<file path="config.mk">
export PLATFORM = sky130hd
export DESIGN_NAME = lstm_seq_controller
export DESIGN_NICKNAME = d
export VERILOG_FILES = /design/src/rtl/lstm_seq_controller.sv
export SDC_FILE = /design/constraint.sdc
export NUM_CORES = 1
export LEC_CHECK = 0
export ABC_AREA = 1
export CORE_AREA = 2 2 85 87
export DETAILED_ROUTE_END_ITERATION = 16
export DIE_AREA = 0 0 87 89
export GPL_ROUTABILITY_DRIVEN = 0
export PLACE_DENSITY = 0.8
export SLEW_MARGIN = 20
export SYNTH_ARGS = -nofsm -noshare
export SYNTH_HDL_FRONTEND = slang
export SYNTH_SLANG_ARGS = --single-unit
</file>
<file path="constraint.sdc">
create_clock -name clock -period 4.58 [get_ports clock]
set_clock_uncertainty 0.2 [all_clocks]
set_input_delay 0.916 -clock clock [delete_from_list [all_inputs] [get_ports clock]]
set_output_delay 0.916 -clock clock [all_outputs]
set_load 0.05 [all_outputs]
</file>
<file path="src/rtl/lstm_seq_controller.sv">
// lstm_seq_controller
// Steps an LSTM layer and its output perceptron through fixed-length
// sequences. Each timestep takes one input vector, runs the layer, runs the
// perceptron and hands the scalar result downstream. The layer's recurrent
// state is cleared between sequences. A watchdog abandons the sequence when
// the datapath stalls.
module lstm_seq_controller #(
  parameter int INPUT_SZ = 2,
  parameter int QN       = 6,
  parameter int QM       = 11,
  parameter int SEQ_LEN  = 8,
  parameter int TIMEOUT  = 1024,
  parameter int BITWIDTH = QN + QM + 1,
  parameter int STEP_W   = $clog2(SEQ_LEN)
) (
  input  logic                         clock,
  input  logic                         reset,
  input  logic                         s_valid,
  output logic                         s_ready,
  input  logic [BITWIDTH*INPUT_SZ-1:0] s_data,
  output logic [BITWIDTH*INPUT_SZ-1:0] layer_input,
  output logic                         layer_newSample,
  output logic                         layer_reset,
  input  logic                         layer_dataReady,
  output logic                         perc_reset,
  input  logic                         perc_dataReady,
  input  logic [BITWIDTH-1:0]          perc_output,
  output logic                         m_valid,
  input  logic                         m_ready,
  output logic [BITWIDTH-1:0]          m_data,
  output logic                         m_last,
  output logic [STEP_W-1:0]            step,
  output logic                         error
);

  // The watchdog counts 0 .. TIMEOUT-1, so TIMEOUT-1 must fit.
  localparam int WD_W = (TIMEOUT > 2) ? $clog2(TIMEOUT) : 1;
  localparam logic [WD_W-1:0]   WD_LAST   = WD_W'(TIMEOUT - 1);
  localparam logic [STEP_W-1:0] STEP_LAST = STEP_W'(SEQ_LEN - 1);

  typedef enum logic [2:0] {
    S_LRST    = 3'd0,
    S_WAIT_IN = 3'd1,
    S_ISSUE   = 3'd2,
    S_WAIT_L  = 3'd3,
    S_GAP     = 3'd4,
    S_RUN_P   = 3'd5,
    S_OUT     = 3'd6
  } state_t;

  state_t                         state_q;
  logic                           lrst_cnt_q;
  logic [STEP_W-1:0]              step_q;
  logic [WD_W-1:0]                wd_q;
  logic                           error_q;
  logic [BITWIDTH*INPUT_SZ-1:0]   layer_input_q;
  logic [BITWIDTH-1:0]            m_data_q;
  logic                           m_last_q;
  logic                           layer_rdy_prev_q;
  logic                           perc_rdy_prev_q;

  // Only a fresh 0->1 transition counts as a result; a level left high from
  // the previous timestep must not be mistaken for a new answer.
  logic layer_rise;
  logic perc_rise;
  assign layer_rise = layer_dataReady & ~layer_rdy_prev_q;
  assign perc_rise  = perc_dataReady  & ~perc_rdy_prev_q;

  // Previous-value samples for edge detection, updated every cycle.
  always_ff @(posedge clock) begin
    layer_rdy_prev_q <= layer_dataReady;
    perc_rdy_prev_q  <= perc_dataReady;
  end

  // Sequencing FSM with step counter, watchdog and result capture.
  always_ff @(posedge clock) begin
    if (reset) begin
      state_q       <= S_LRST;
      lrst_cnt_q    <= 1'b0;
      step_q        <= '0;
      wd_q          <= '0;
      error_q       <= 1'b0;
      layer_input_q <= '0;
      m_data_q      <= '0;
      m_last_q      <= 1'b0;
    end else begin
      case (state_q)
        // Two-cycle layer reset; the counter is left at 0 for the next entry.
        S_LRST: begin
          if (lrst_cnt_q) begin
            lrst_cnt_q <= 1'b0;
            step_q     <= '0;
            state_q    <= S_WAIT_IN;
          end else begin
            lrst_cnt_q <= 1'b1;
          end
        end
        S_WAIT_IN: begin
          if (s_valid) begin
            layer_input_q <= s_data;
            state_q       <= S_ISSUE;
          end
        end
        S_ISSUE: begin
          wd_q    <= '0;
          state_q <= S_WAIT_L;
        end
        // The awaited edge is tested first so it wins over a watchdog expiry.
        S_WAIT_L: begin
          if (layer_rise) begin
            state_q <= S_GAP;
          end else if (wd_q == WD_LAST) begin
            error_q <= 1'b1;
            state_q <= S_LRST;
          end else begin
            wd_q <= wd_q + WD_W'(1);
          end
        end
        S_GAP: begin
          wd_q    <= '0;
          state_q <= S_RUN_P;
        end
        S_RUN_P: begin
          if (perc_rise) begin
            m_data_q <= perc_output;
            m_last_q <= (step_q == STEP_LAST);
            state_q  <= S_OUT;
          end else if (wd_q == WD_LAST) begin
            error_q <= 1'b1;
            state_q <= S_LRST;
          end else begin
            wd_q <= wd_q + WD_W'(1);
          end
        end
        S_OUT: begin
          if (m_ready) begin
            if (m_last_q) begin
              state_q <= S_LRST;
            end else begin
              step_q  <= step_q + STEP_W'(1);
              state_q <= S_WAIT_IN;
            end
          end
        end
        default: begin
          state_q    <= S_LRST;
          lrst_cnt_q <= 1'b0;
        end
      endcase
    end
  end

  // Control outputs decode the registered state; the two resets also follow
  // the external reset so the datapath is held from the very first cycle.
  assign s_ready         = (state_q == S_WAIT_IN);
  assign layer_newSample = (state_q == S_ISSUE);
  assign m_valid         = (state_q == S_OUT);
  assign layer_reset     = reset | (state_q == S_LRST);
  assign perc_reset      = reset | (state_q != S_RUN_P);
  assign layer_input     = layer_input_q;
  assign m_data          = m_data_q;
  assign m_last          = m_last_q;
  assign step            = step_q;
  assign error           = error_q;

endmodule

</file>
## Word-level counts from Yosys, hierarchy flattened

Index checks and enable logic that the tools add are counted.

- Memory bits (read-only): 0
- Register bits: 75
- Latch bits: 0
- Input port bits: 60
- Bits in writable memories: 0
- Output and inout bits: 64
- Logic and storage cells: 67
- Memories kept: 0

- Div/mod/pow operators: 0
- Multipliers: 0
- Eq/ne operators: 15
- Bitwise operators: 6
- $lt $le $gt $ge: 0
- Mux-type cells: 22
- Add/subtract/negate cells: 2
- Shift-type cells: 0
- Reductions and logical operators: 12

Operators by type and width:

| operator | number |
|---|---|
| $mux 10 | 3 |
| $pmux 10 s3 | 1 |
| $mux 3 | 9 |
| $pmux 3 s7 | 1 |
| $eq 3x3->1 const B | 4 |
| $add 10x1->10 const B | 1 |
| $eq 10x10->1 const B | 1 |
| $ne 2x2->1 const B | 5 |
| $reduce_and 3->1 | 3 |
| $eq 3x2->1 const B | 2 |
| $pmux 3 s2 | 1 |
| $reduce_or 6->1 | 1 |
| $mux 1 | 5 |
| $pmux 1 s2 | 2 |
| $reduce_and 2->1 | 2 |
| $reduce_and 4->1 | 1 |
| $reduce_bool 2->1 | 2 |
| $add 3x1->3 const B | 1 |
| $eq 3x1->1 const B | 1 |
| $logic_not 3->1 | 1 |
| $ne 3x3->1 const B | 1 |
| $reduce_bool 3->1 | 1 |
| $and 1x1->1 | 2 |
| $ne 2x1->1 const B | 1 |
| 3 further kinds | 5 |

## Longest topological paths before layout

Gate-level depths: netlist of the first run.

- Depth in word-level cells: 4
- Gate-level depth with buffers: 9

## Worst setup path after synthesis of the first run

OpenSTA, ideal clock, no wires.

- Path type: input -> output
- Start point: in reset
- End point: out layer_reset
- Buffers on the path: 1
- Stages on the path: 3
- Data arrival time: 1615 ps
- Path slack: 1849 ps
- Data required time: 3464 ps
- Cell sequence: inv_1 > clkbuf_1 > nand2_1

- Word-level cells in the longest chain between the ends: 1

Ends and longest elaborated chain:

| element | RTL line | text |
|---|---|---|
| from (decl) | 17 | `input logic reset,` |
| $or 1x1->1 | 158 | `assign layer_reset = reset \| (state_q == S_LRST);` |
| to (decl) | 23 | `output logic layer_reset,` |

No other way between the ends.

## Final worst setup path of the first run

- Start point: in reset
- End point: out perc_reset

- Word-level cells in the longest chain between the ends: 1

Ends and longest elaborated chain:

| element | RTL line | text |
|---|---|---|
| $or 1x1->1 | 159 | `assign perc_reset = reset \| (state_q != S_RUN_P);` |
| to (decl) | 25 | `output logic perc_reset,` |

No other way between the ends.

==> flow_results.xml, run 1 <==
<?xml version="1.0" encoding="UTF-8"?>
<metrics>
  <group name="place">
    <metric name="place.detailed.instances" unit="">597</metric>
    <metric name="io_buffers" unit="">123</metric>
    <metric name="dp_hpwl" unit="µm">5800</metric>
  </group>
  <group name="synth">
    <metric name="netlist_instances" unit="">410</metric>
    <metric name="synth_sequential_area_ratio" unit="%">49.0</metric>
    <metric name="async_reset_ff_share" unit="%">0</metric>
    <metric name="cell_area_synth" unit="mm²">0.00306</metric>
    <metric name="commonest_register_cell_after_synthesis" unit="">dfxtp_1</metric>
    <metric name="synthesis.nets" unit="">473</metric>
    <metric name="yosysWarnings" unit="">0</metric>
    <metric name="netlist-cell-type-count" unit="">29</metric>
    <metric name="synth-edff-count" unit="">0</metric>
    <metric name="avgSynthCellArea" unit="µm²">7.47</metric>
    <metric name="ys_seq_elements" unit="">75</metric>
  </group>
  <group name="die">
    <metric name="fp.dieH" unit="µm">89</metric>
    <metric name="std_cell_rows" unit="">30</metric>
    <metric name="pin_count" unit="">124</metric>
    <metric name="initial_utilization" unit="%">45.6</metric>
    <metric name="core_region_area" unit="mm²">0.00672</metric>
    <metric name="dieArea" unit="mm²">0.00774</metric>
    <metric name="floorplan.die.width" unit="µm">87</metric>
  </group>
  <group name="power_and_ir_drop">
    <metric name="net-switching-power" unit="µW">883</metric>
    <metric name="internal_power" unit="mW">1.28</metric>
    <metric name="vdd_drop_max" unit="mV">0.348</metric>
    <metric name="power_density" unit="mW/mm²">484</metric>
    <metric name="power_switching_share" unit="%">40.8</metric>
    <metric name="part_of_the_total_power_dissipated_in_the_clock_network" unit="%">22.2</metric>
    <metric name="power.leakage" unit="nW">1.90</metric>
    <metric name="sequential_fraction_of_design_power" unit="%">37.3</metric>
    <metric name="combinationalPowerShare" unit="%">40.5</metric>
  </group>
  <group name="setup_path">
    <metric name="setup.worst_path.end_class" unit="">output pin</metric>
    <metric name="worstPathRequired" unit="ps">3460</metric>
    <metric name="crit_path_top_delay_cell" unit="">clkdlybuf4s50_1</metric>
    <metric name="arrival" unit="ps">2450</metric>
    <metric name="critical-path-top-delay-family" unit="">buffers and inverters</metric>
    <metric name="worstSetupStartpoint" unit="">reset</metric>
    <metric name="critPathMaxFanout" unit="">22</metric>
    <metric name="critical_path_buf_inv_count" unit="">3</metric>
    <metric name="slowest_delay" unit="ps">740</metric>
    <metric name="path_class" unit="">primary input to output pin</metric>
    <metric name="cp_cell_sequence" unit="">clkdlybuf4s50_1 &gt; inv_1 &gt; nand2_1 &gt; buf_4</metric>
    <metric name="crit_path_start_kind" unit="">primary input</metric>
    <metric name="timing.rr.start" unit="">state_q[0]$_SDFFE_PP0P_</metric>
  </group>
  <group name="global_route">
    <metric name="grt_most_used_layer" unit="">met2</metric>
    <metric name="grt_first_pass_wirelength" unit="µm">13500</metric>
    <metric name="groute.layer.met2.usage" unit="%">37.1</metric>
    <metric name="grtUsageMet3" unit="%">8.31</metric>
    <metric name="grt.overflow.total" unit="">0</metric>
    <metric name="grt_usage" unit="%">22.0</metric>
    <metric name="antenna_found_initial" unit="">0</metric>
    <metric name="grt_pass1_vias" unit="">2950</metric>
    <metric name="largest_net_degree_at_the_start_of_global_routing" unit="">40</metric>
    <metric name="gr_util_met1" unit="%">25.7</metric>
  </group>
  <group name="run">
    <metric name="cap_viol_max_count" unit="">0</metric>
  </group>
  <group name="sta">
    <metric name="timing.setup.tns" unit="ps">0</metric>
    <metric name="finalHoldViolCount" unit="">0</metric>
    <metric name="relSlewSlack" unit="%">59.2</metric>
    <metric name="worst_pin_slew" unit="ps">611</metric>
    <metric name="fmax" unit="MHz">281</metric>
    <metric name="setup-violations-final" unit="">0</metric>
    <metric name="final_period_minus_worst_setup_slack" unit="ps">3560</metric>
    <metric name="timing_max_transition_violations_final" unit="">0</metric>
    <metric name="rsz0062_at_grt" unit="">no</metric>
    <metric name="layout_worst_path_cycle_share" unit="%">77.8</metric>
  </group>
  <group name="final_layout">
    <metric name="non_filler_cells_in_the_finished_layout" unit="">612</metric>
    <metric name="final_layout_size_suffix_gt1_share" unit="%">7.71</metric>
    <metric name="fill_cells" unit="">564</metric>
    <metric name="num-nets-final" unit="">591</metric>
    <metric name="sequential_cell_area" unit="mm²">0.00150</metric>
    <metric name="layout-area-overhead-vs-synth" unit="%">46.1</metric>
    <metric name="antenna-diode-count" unit="">0</metric>
    <metric name="multi_input_combinational_cell_area" unit="mm²">0.00135</metric>
  </group>
  <group name="clock_network">
    <metric name="post_cts_resized" unit="">0</metric>
    <metric name="clk_path_buf_depth" unit="">2</metric>
    <metric name="cts_hold_repair.buffers" unit="">0</metric>
    <metric name="cts-buffers-inserted" unit="">9</metric>
    <metric name="clk_transition_reported_paths" unit="ps">80</metric>
    <metric name="clk-insertion-delay-late" unit="ps">340</metric>
    <metric name="clock_tree_from_tritoncts" unit="">yes</metric>
    <metric name="cts_post_setup_buffers_inserted" unit="">0</metric>
    <metric name="cts_root_buf" unit="">clkbuf_8</metric>
    <metric name="cts-htree-levels" unit="">3</metric>
    <metric name="cts_sinks" unit="">75</metric>
  </group>
  <group name="route">
    <metric name="ant_nets" unit="">0</metric>
    <metric name="total_wire_length" unit="µm">8250</metric>
    <metric name="via_count" unit="">3046</metric>
    <metric name="drc" unit="">0</metric>
    <metric name="wl_per_cell" unit="µm">13.5</metric>
    <metric name="first_pass_iters" unit="">4</metric>
    <metric name="drt_first_iter_violations" unit="">98</metric>
    <metric name="detail_route.vias_per_cell" unit="">4.98</metric>
  </group>
  <group name="run_status">
    <metric name="status" unit="">finished, final reports clean</metric>
  </group>
  <group name="worst_hold_path">
    <metric name="hold_start" unit="">error$_SDFFE_PP0P_</metric>
    <metric name="holdCritPathClass" unit="">register to register</metric>
  </group>
</metrics>
power by group through the flow:
stage | Clock [mW] | Sequential (mW) | Combinational, mW
after floorplan | 0 | 1.09 | 0.340
after global placement | 0 | 0.815 | 0.866
after detailed placement | 0 | 0.819 | 0.877
after CTS | 0.490 | 0.808 | 0.883
after global routing | 0.524 | 0.820 | 0.948
final | 0.481 | 0.808 | 0.877
registers in the layout (all words and copies together), names as in the netlist:
name / count
layer_input: 36
m_data: 18
wd_q: 10
state_q: 3
step: 3
error: 1
layer_rdy_prev_q: 1
lrst_cnt_q: 1
m_last: 1
perc_rdy_prev_q: 1
worst paths after layout:
check                                               endpoint  slack, ps  cells after the start
worst min-delay path                      error$_SDFFE_PP0P_        290                      2
worst min register to register            error$_SDFFE_PP0P_        290                      2
worst max-delay path                              perc_reset       1020                      4
worst max register to register  layer_input[22]$_SDFFE_PP0P_       2370                      7
worst min-delay path, cell delays in order, from the launching register on:
cell and delay (ps):
dfxtp_1 340, a21oi_1 50, nor2_1 70
synth_stat cells (2+ instances only):
cell,n,area [µm²]
nand3_1,15,75.1
dfxtp_1,75,1500
nor2_1,126,473
buf_2,2,10.0
nand2_1,42,158
buf_6,3,33.8
a21oi_1,15,75.1
buf_4,4,30.0
inv_1,22,82.6
nand4_1,7,43.8
o21ai_0,26,130
inv_2,6,22.5
nand2_4,2,22.5
o21ai_1,36,180
clkbuf_1,8,30.0
nor2_4,3,33.8
nand2_2,4,25.0
ha_1,3,37.5
layer usage:
layer,part of all wire [%],vias to the layer above
met5,0,-
li1,-,1550
met4,2.3,0
met2,48,109
met3,8.9,16
met1,41,1371
cells in the final DEF (no fill, tap or decap), types with 4 or more instances in the layout:
master,n
a21oi_1,15
clkbuf_8,9
clkdlybuf4s50_1,121
clkinv_2,5
dfxtp_1,75
inv_1,22
inv_2,6
nand2_1,42
nand2_2,4
nand3_1,15
nand4_1,7
nor2_1,126
o21ai_0,26
o21ai_1,36
cell type report:
| type | count | area share (%) |
|---|---|---|
| well taps | 80 | 2.24 |
| inverters | 29 | 2.46 |
| multi-input cells | 289 | 30.1 |
| clock inverters | 6 | 1.29 |
| clock buffers | 9 | 2.77 |
| repair buffers | 124 | 27.6 |
| flip-flops and latches | 75 | 33.6 |
through the flow:
| stage | utilization (%) | worst slack [ps] | cell area (µm²) | power [mW] | hold WS, ps |
|---|---|---|---|---|---|
| floorplan | - | 1850 | 3060 | 1.43 | 273 |
| global placement | 63.9 | 1010 | 4290 | 1.68 | 277 |
| detailed placement | 63.9 | 1010 | 4290 | 1.70 | 275 |
| CTS | 66.6 | 998 | 4470 | 2.18 | 294 |
| global route | 66.6 | 887 | 4470 | 2.29 | 337 |
| finish | 66.6 | 1020 | 4470 | 2.17 | 291 |
cells by family (layout without fill, tap and decap cells):
family	after synthesis	in the layout	synth area share, %
buffers and inverters	46	168	6.99
and+or+nand+nor	204	204	28.7
DFF	75	75	49.0
adders and majority gates	3	3	1.23
AOI/OAI and AO/OA	81	81	13.8
xor gates and xnor gates	1	1	0.286
No activity file was read; power rests on OpenSTA's default activity.
==> inputs of run 2 (changes only) <==
Settings changed: CORE_AREA 2 2 85 87 to 2 2 88 90, DIE_AREA 0 0 87 89 to 0 0 90 92, PLACE_DENSITY 0.8 to 0.75.
Clock period 4.58 ns to 3.63 ns, I/O delays scaled along.
==> flow_results.xml, run 2 (same netlist as run 1, synthesis figures left out) <==
<?xml version="1.0" encoding="UTF-8"?>
<metrics>
  <group name="die">
    <metric name="dieArea" unit="mm²">0.00828</metric>
    <metric name="std_cell_rows" unit="">32</metric>
    <metric name="floorplan.die.width" unit="µm">90</metric>
    <metric name="fp.dieH" unit="µm">92</metric>
    <metric name="core_region_area" unit="mm²">0.00745</metric>
    <metric name="initial_utilization" unit="%">41.1</metric>
    <metric name="pin_count" unit="">124</metric>
  </group>
  <group name="run">
    <metric name="cap_viol_max_count" unit="">0</metric>
  </group>
  <group name="sta">
    <metric name="finalHoldViolCount" unit="">0</metric>
    <metric name="timing.setup.tns" unit="ps">0</metric>
    <metric name="worst_pin_slew" unit="ps">598</metric>
    <metric name="fmax" unit="MHz">338</metric>
    <metric name="relSlewSlack" unit="%">60.1</metric>
    <metric name="setup-violations-final" unit="">0</metric>
    <metric name="layout_worst_path_cycle_share" unit="%">81.6</metric>
    <metric name="timing_max_transition_violations_final" unit="">0</metric>
    <metric name="rsz0062_at_grt" unit="">no</metric>
    <metric name="final_period_minus_worst_setup_slack" unit="ps">2960</metric>
  </group>
  <group name="final_layout">
    <metric name="finalCoreUtilization" unit="%">61.1</metric>
    <metric name="most-common-layout-cells" unit="">nor2_1 (126), clkdlybuf4s50_1 (121), dfxtp_1 (75)</metric>
    <metric name="max_ffs_per_register" unit="">36</metric>
    <metric name="final_common_cell" unit="">nor2_1</metric>
    <metric name="final_layout_size_suffix_gt1_share" unit="%">8.05</metric>
    <metric name="num-nets-final" unit="">592</metric>
    <metric name="fill_cells" unit="">681</metric>
    <metric name="layout-area-overhead-vs-synth" unit="%">48.7</metric>
    <metric name="antenna-diode-count" unit="">0</metric>
  </group>
  <group name="clock_network">
    <metric name="cts-buffers-inserted" unit="">9</metric>
    <metric name="clk_transition_reported_paths" unit="ps">80</metric>
    <metric name="cts_sinks" unit="">75</metric>
    <metric name="clk-insertion-delay-late" unit="ps">340</metric>
    <metric name="clock_tree_from_tritoncts" unit="">yes</metric>
    <metric name="cts_hold_repair.buffers" unit="">0</metric>
    <metric name="cts_post_setup_buffers_inserted" unit="">0</metric>
    <metric name="cts-htree-levels" unit="">3</metric>
    <metric name="clk_path_buf_depth" unit="">2</metric>
    <metric name="cts_root_buf" unit="">clkbuf_8</metric>
    <metric name="post_cts_resized" unit="">0</metric>
  </group>
  <group name="run_status">
    <metric name="status" unit="">finished, final reports clean</metric>
  </group>
  <group name="global_route">
    <metric name="largest_net_degree_at_the_start_of_global_routing" unit="">59</metric>
    <metric name="antenna_found_initial" unit="">0</metric>
    <metric name="grt_first_pass_wirelength" unit="µm">13400</metric>
    <metric name="grt_usage" unit="%">19.5</metric>
    <metric name="grt_pass1_vias" unit="">3002</metric>
    <metric name="grt.overflow.total" unit="">0</metric>
  </group>
  <group name="route">
    <metric name="total_wire_length" unit="µm">8090</metric>
    <metric name="drc" unit="">0</metric>
    <metric name="first_pass_iters" unit="">5</metric>
    <metric name="drt_first_iter_violations" unit="">159</metric>
    <metric name="detail_route.vias_per_cell" unit="">4.83</metric>
    <metric name="wl_per_cell" unit="µm">12.7</metric>
    <metric name="via_count" unit="">3075</metric>
    <metric name="ant_nets" unit="">0</metric>
  </group>
  <group name="power_and_ir_drop">
    <metric name="sequential_fraction_of_design_power" unit="%">35.8</metric>
    <metric name="power_switching_share" unit="%">39.2</metric>
    <metric name="part_of_the_total_power_dissipated_in_the_clock_network" unit="%">25.4</metric>
    <metric name="net-switching-power" unit="mW">1.12</metric>
    <metric name="power.leakage" unit="nW">1.93</metric>
    <metric name="vdd_drop_max" unit="mV">0.324</metric>
    <metric name="power_density" unit="mW/mm²">626</metric>
    <metric name="combinationalPowerShare" unit="%">38.7</metric>
    <metric name="internal_power" unit="mW">1.73</metric>
  </group>
  <group name="worst_hold_path">
    <metric name="holdCritPathClass" unit="">register to register</metric>
  </group>
  <group name="setup_path">
    <metric name="worstPathRequired" unit="ps">2700</metric>
    <metric name="arrival" unit="ps">2030</metric>
    <metric name="path_class" unit="">register to output pin</metric>
    <metric name="setup.worst_path.end_class" unit="">output pin</metric>
    <metric name="crit_path_start_kind" unit="">register</metric>
    <metric name="critPathMaxFanout" unit="">4</metric>
  </group>
  <group name="place">
    <metric name="dp_hpwl" unit="µm">5600</metric>
    <metric name="io_buffers" unit="">123</metric>
  </group>
</metrics>
## run 2: cell types whose count changed in the layout (fill, tap and decap cells not counted)
cell / change
clkinv_2: -1
clkbuf_8: +2
bufinv_16: +1
buf_4: +1
clkinvlp_4: -1
## run 2: layout make-up
cell class              count  area, µm²  area share [%]
flip-flops and latches     75       1500            33.0
multi-input cells         289       1350            29.6
clock buffers              11        151            3.33
inverters                  29        110            2.42
well taps                 102        128            2.80
clock inverters             5       75.1            1.65
repair buffers            125       1240            27.3
## run 2: metal layers
| metal | GRT usage (%) | routed length [µm] | vias up | share of wire, % |
|---|---|---|---|---|
| met5 | 0 | 0 | - | 0 |
| met4 | 7.69 | 131 | 0 | 1.6 |
| met3 | 7.97 | 775 | 10 | 9.6 |
| met1 | 22.6 | 3440 | 1400 | 42 |
| li1 | - | - | 1562 | - |
| met2 | 32.4 | 3750 | 103 | 46 |
## run 2: worst paths after layout
| path | slack (ps) | start | depth (start not counted) | end |
|---|---|---|---|---|
| max | 670 | state_q[0]$_SDFFE_PP0P_ | 5 | s_ready |
| min | 280 | error$_SDFFE_PP0P_ | 2 | error$_SDFFE_PP0P_ |
| max reg2reg | 1420 | state_q[0]$_SDFFE_PP0P_ | 7 | layer_input[20]$_SDFFE_PP0P_ |
| min reg2reg | 280 | error$_SDFFE_PP0P_ | 2 | error$_SDFFE_PP0P_ |
## run 2: power by group through the flow
stage	sequential [mW]	clock, mW	combinational [mW]
after floorplan	1.37	0	0.429
after global placement	1.03	0	1.09
after detailed placement	1.03	0	1.11
after CTS	1.02	0.734	1.11
after global routing	1.04	0.761	1.19
final	1.02	0.724	1.10
## run 2: critical path, cell delays in order, from the launching register on
cell and delay [ps]:
dfxtp_1 440, inv_2 100, nor2_4 130, nand2_2 140
inv_1 90, clkdlybuf4s50_1 790
## run 2: per-stage QoR
step           area [µm²]  instances  hold WS (ps)  worst slack [ps]  power [mW]
3_3_place_gp         4330        620           258               934        2.12
2_1_floorplan        3060        410           273              1280        1.80
4_1_cts              4550        636           284               666        2.86
3_5_place_dp         4330        620           264               891        2.14
6_report             4550        636           282               669        2.85
5_1_grt              4550        636           330               603        2.99
